[config.mk]
export PLATFORM = sky130hd
export DESIGN_NAME = serial_mag_comparator
export DESIGN_NICKNAME = d
export VERILOG_FILES = /design/src/rtl/cmp_pkg.sv /design/src/rtl/comparator_cell.sv /design/src/rtl/serial_mag_comparator.sv
export SDC_FILE = /design/constraint.sdc
export NUM_CORES = 1
export LEC_CHECK = 0
export ABC_AREA = 1
export CORE_MARGIN = 3
export CORE_UTILIZATION = 25
export DETAILED_ROUTE_END_ITERATION = 10
export GPL_TIMING_DRIVEN = 0
export SYNTH_ARGS = -nofsm -noshare
export SYNTH_HDL_FRONTEND = slang
export SYNTH_SLANG_ARGS = --single-unit
[constraint.sdc]
create_clock -name clk -period 2.3 [get_ports clk]
set_clock_uncertainty 0.2 [all_clocks]
set_input_delay 0.23 -clock clk [delete_from_list [all_inputs] [get_ports clk]]
set_output_delay 0.23 -clock clk [all_outputs]
set_load 0.01 [all_outputs]
[src/rtl/cmp_pkg.sv]
// rtl/cmp_pkg.sv - shared types and width helper for the serial magnitude comparator
package cmp_pkg;

    typedef enum logic [1:0] {IDLE, SCAN, DONE} state_t;

    typedef enum logic [1:0] {CMP_EQ, CMP_GT, CMP_LT} cmp_res_t;

    // Width of a counter that must hold values 0..width inclusive.
    function automatic int cycles_w(input int width);
        return $clog2(width + 1);
    endfunction

endpackage

[src/rtl/comparator_cell.sv]
// rtl/comparator_cell.sv - 1-bit magnitude compare cell with signed-MSB sense inversion
module comparator_cell (
    input  logic a_bit,
    input  logic b_bit,
    input  logic msb_signed,
    output logic gt_bit,
    output logic lt_bit
);

    logic raw_gt;
    logic raw_lt;

    assign raw_gt = a_bit & ~b_bit;
    assign raw_lt = ~a_bit & b_bit;

    // On a two's-complement sign bit a 1 marks the smaller operand.
    assign gt_bit = msb_signed ? raw_lt : raw_gt;
    assign lt_bit = msb_signed ? raw_gt : raw_lt;

endmodule

[src/rtl/serial_mag_comparator.sv]
// rtl/serial_mag_comparator.sv - bit-serial MSB-first magnitude comparator with valid/ready handshakes
module serial_mag_comparator
    import cmp_pkg::*;
#(
    parameter int WIDTH      = 8,
    parameter int SIGNED_EN  = 1,
    parameter int EARLY_EXIT = 1
) (
    input  logic                         clk,
    input  logic                         rst,
    input  logic                         start_valid,
    output logic                         start_ready,
    input  logic [WIDTH-1:0]             a,
    input  logic [WIDTH-1:0]             b,
    input  logic                         is_signed,
    output logic                         res_valid,
    input  logic                         res_ready,
    output logic                         gt,
    output logic                         eq,
    output logic                         lt,
    output logic                         busy,
    output logic [cycles_w(WIDTH)-1:0]   cycles
);

    localparam int CW    = cycles_w(WIDTH);
    localparam int IDX_W = (WIDTH > 1) ? $clog2(WIDTH) : 1;
    localparam logic [IDX_W-1:0] MSB_IDX = IDX_W'(WIDTH - 1);

    state_t           state;
    state_t           state_next;
    logic [WIDTH-1:0] a_q;
    logic [WIDTH-1:0] b_q;
    logic             signed_q;
    logic [IDX_W-1:0] idx;
    logic             cell_gt;
    logic             cell_lt;
    cmp_res_t         bit_res;
    logic             latched;
    logic             last_bit;

    comparator_cell u_cell (
        .a_bit      (a_q[idx]),
        .b_bit      (b_q[idx]),
        .msb_signed (signed_q && (idx == MSB_IDX)),
        .gt_bit     (cell_gt),
        .lt_bit     (cell_lt)
    );

    always_comb begin
        bit_res = CMP_EQ;
        if (cell_gt)
            bit_res = CMP_GT;
        else if (cell_lt)
            bit_res = CMP_LT;
    end

    assign latched  = gt | lt;
    assign last_bit = (idx == '0);

    assign start_ready = (state == IDLE);
    assign busy        = (state == SCAN);
    assign res_valid   = (state == DONE);

    always_ff @(posedge clk or posedge rst) begin
        if (rst)
            state <= IDLE;
        else
            state <= state_next;
    end

    always_comb begin
        state_next = state;
        case (state)
            IDLE: if (start_valid) state_next = SCAN;
            SCAN: begin
                if (last_bit)
                    state_next = DONE;
                else if ((EARLY_EXIT != 0) && !latched && (bit_res != CMP_EQ))
                    state_next = DONE;
            end
            DONE: if (res_ready) state_next = IDLE;
            default: state_next = IDLE;
        endcase
    end

    always_ff @(posedge clk or posedge rst) begin
        if (rst) begin
            a_q      <= '0;
            b_q      <= '0;
            signed_q <= 1'b0;
            idx      <= '0;
            cycles   <= '0;
            gt       <= 1'b0;
            eq       <= 1'b0;
            lt       <= 1'b0;
        end else begin
            case (state)
                IDLE: begin
                    if (start_valid) begin
                        a_q      <= a;
                        b_q      <= b;
                        signed_q <= is_signed && (SIGNED_EN != 0);
                        idx      <= MSB_IDX;
                        cycles   <= '0;
                        gt       <= 1'b0;
                        eq       <= 1'b0;
                        lt       <= 1'b0;
                    end
                end
                SCAN: begin
                    cycles <= cycles + CW'(1);
                    // Only the most significant difference decides the result.
                    if (!latched) begin
                        if (bit_res == CMP_GT)
                            gt <= 1'b1;
                        else if (bit_res == CMP_LT)
                            lt <= 1'b1;
                        else if (last_bit)
                            eq <= 1'b1;
                    end
                    if (!last_bit)
                        idx <= idx - IDX_W'(1);
                end
                default: ;
            endcase
        end
    end

endmodule
==> impl_metrics.tcl <==
set metrics [dict create \
    place_area_um2 1867 \
    critical_path_required_ns 1.87 \
    ios 31 \
    synthToLayoutAreaGrowth_pct 32.29 \
    drt-pass1-iter-count 4 \
    path_delay_family "buffers and inverters" \
    cp_slowest_cell "clkdlybuf4s50_1" \
    dp_hpwl_um 2507 \
    worstSetupStartpointType "register" \
    synth_area_um2 1476 \
    grt_util_all_layers_pct 10.97 \
    crit_buf_inv 1 \
    drt_iter0_markers 111 \
    post-route-min-period_ns 1.935 \
    p_total_mw 2.564 \
    worstPathCellList "nor2_4, clkdlybuf4s50_1" \
    antennaDiodeCount 0 \
    gr-total-overflow 0 \
    grt_start_max_net_pins 30 \
    die-area_um2 6864 \
    grt_pass1_wl_um 6154 \
    route.detailed.drc 0 \
    setup_tns_ns 0 \
    cts_buffers 5 \
    grt_pass1_vias 1308 \
    clock_path_buffers 2 \
    wl_um 3457 \
    cts_resized 0 \
    insertion_delay_ns 0.28 \
    die_h_um 82.85 \
    maxCapViolations 0 \
    nFillCells 637 \
    cp_max_fo 8 \
    postCtsSetupBuffers 0 \
    die_x_um 82.85 \
    fin_crit_sh_pct 84.12 \
    cts_hold_buf 0 \
    status "completed" \
    p_leak_nw 0.9823 \
    yosysSeqAreaShare_pct 49.15 \
    yosysWarnings 0 \
    avgSynthCellArea_um2 7.650 \
    synthDistinctLibCells 20 \
    power.density_nw_per_um2 1313 \
    gp_congestion 0.7134 \
    rows 27 \
    slew_headroom_pct 25.78 \
    antenna_found_initial 0 \
    clkSlewWorstSetupHoldPaths_ns 0.06 \
    core_area_um2 5608 \
    syn-num-nets 218 \
    final_antenna_net_count 0 \
    design_area_um2 1953 \
    fmax_mhz 516.9 \
    criticalPathCategory "register to primary output" \
    viasPerCell 4.361 \
    finalHoldViolCount 0 \
    drive_gt1_share_pct 6.957 \
    end_kind "primary output" \
    arrival_ns 1.50 \
    vias 1317 \
    final-max-slew-violation-count 0 \
    nets 255 \
    cts.sinks 29 \
    synth_seq_cells 29 \
    slowest_delay_ns 0.57 \
    worstMarginPinSlew_ns 1.112 \
    htreeDepth 2 \
    synthCells 193 \
    numPortBuffers 30 \
    initial_core_util_pct 26.33 \
    rsz0062_at_grt "false" \
    wire_per_inst_um 11.45 \
    root_buffer "clkbuf_8" \
    hold_path.class "register to register" \
    tritoncts "done" \
    setup_viol 0 \
    irDropWorstVdd_mv 0.2948 \
]
## cells in the final DEF, fill, tap and decap left out, drive strengths merged
cell type	count
mux2i	1
o31ai	1
clkbuf	7
clkdlybuf4s50	30
nand3	17
a22o	1
nand4	1
ha	4
o21ai	21
a31oi	1
a21oi	4
dfrtp	29
inv	30
nand2	71
nor2	8
buf	4
## cell usage after synthesis
library cell	instances	area (µm²)
ha_1	4	50.05
o21ai_1	4	20.02
buf_6	1	11.26
dfrtp_1	29	725.7
inv_6	1	8.760
nand3_1	17	85.08
buf_2	3	15.01
nand2_1	71	266.5
inv_2	3	11.26
a21oi_2	1	8.760
nor2_1	7	26.28
mux2i_1	1	10.01
inv_1	26	97.59
a21oi_1	3	15.01
nor2_4	1	11.26
o21ai_0	17	85.08
o31ai_1	1	7.510
a22o_1	1	8.760
a31oi_1	1	6.260
nand4_1	1	6.260
## sequential cells by signal, indices dropped and copies added, names as in the netlist
register,flops
gt,1
eq,1
idx,3
cycles,4
a_q,8
lt,1
b_q,8
signed_q,1
state,2
## report_power, final
part / leakage, nW / switching [mW] / internal (mW)
Sequential: 0.358 / 0.135 / 0.741
Clock: 0.0443 / 0.182 / 0.237
Combinational: 0.580 / 0.757 / 0.512
Total: 0.982 / 1.07 / 1.49
## final cells by class
class                           count  area [µm²]  area share, %
Multi-Input combinational cell    130       606.8          31.07
Clock buffer                        7       86.33          4.420
Inverter                           30       117.6          6.022
Sequential cell                    29       725.7          37.16
Buffer                              4       26.28          1.345
Tap cell                           72       90.09          4.612
Timing Repair Buffer               30       300.3          15.37
## final timing paths
kind | from | to | slack [ns] | cells past startpoint
max | state[1] | busy | 0.37 | 2
min | cycles[3] | cycles[3] | 0.28 | 1
max reg2reg | idx[0] | state[1] | 0.50 | 15
min reg2reg | cycles[3] | cycles[3] | 0.28 | 1
max in group asynchronous | rst | a_q[5] | 0.88 | 2
min in group asynchronous | rst | a_q[1] | 0.35 | 2
## kinds of logic after synthesis
| family | Yosys count | synth area share, % |
|---|---|---|
| AND/OR/NAND/NOR | 97 | 26.78 |
| flip-flops | 29 | 49.15 |
| buffers and inverters | 34 | 9.745 |
| AO/OA/AOI/OAI | 28 | 10.25 |
| multiplexers | 1 | 0.6780 |
| adder cells (fa/ha/maj) | 4 | 3.390 |
## routing by layer
layer	wire length (µm)	GRT usage, %	vias up
met4	72	4.458	0
met1	1706	14.89	605
li1	-	-	675
met3	158	3.671	7
met5	0	0	-
met2	1520	15.96	30
## through the flow
step / utilization [%] / instances / worst slack (ns) / hold slack [ns]
finish: 34.83 / 302 / 0.3652 / 0.2825
global route: 34.83 / 302 / 0.2571 / 0.2898
CTS: 34.83 / 302 / 0.3473 / 0.2790
detailed placement: 33.29 / 295 / 0.3947 / 0.2826
global placement: 33.29 / 295 / 0.4323 / 0.2658
floorplan: - / 193 / 0.7045 / 0.1081
Note: power is estimated with default switching activity, not from simulation.
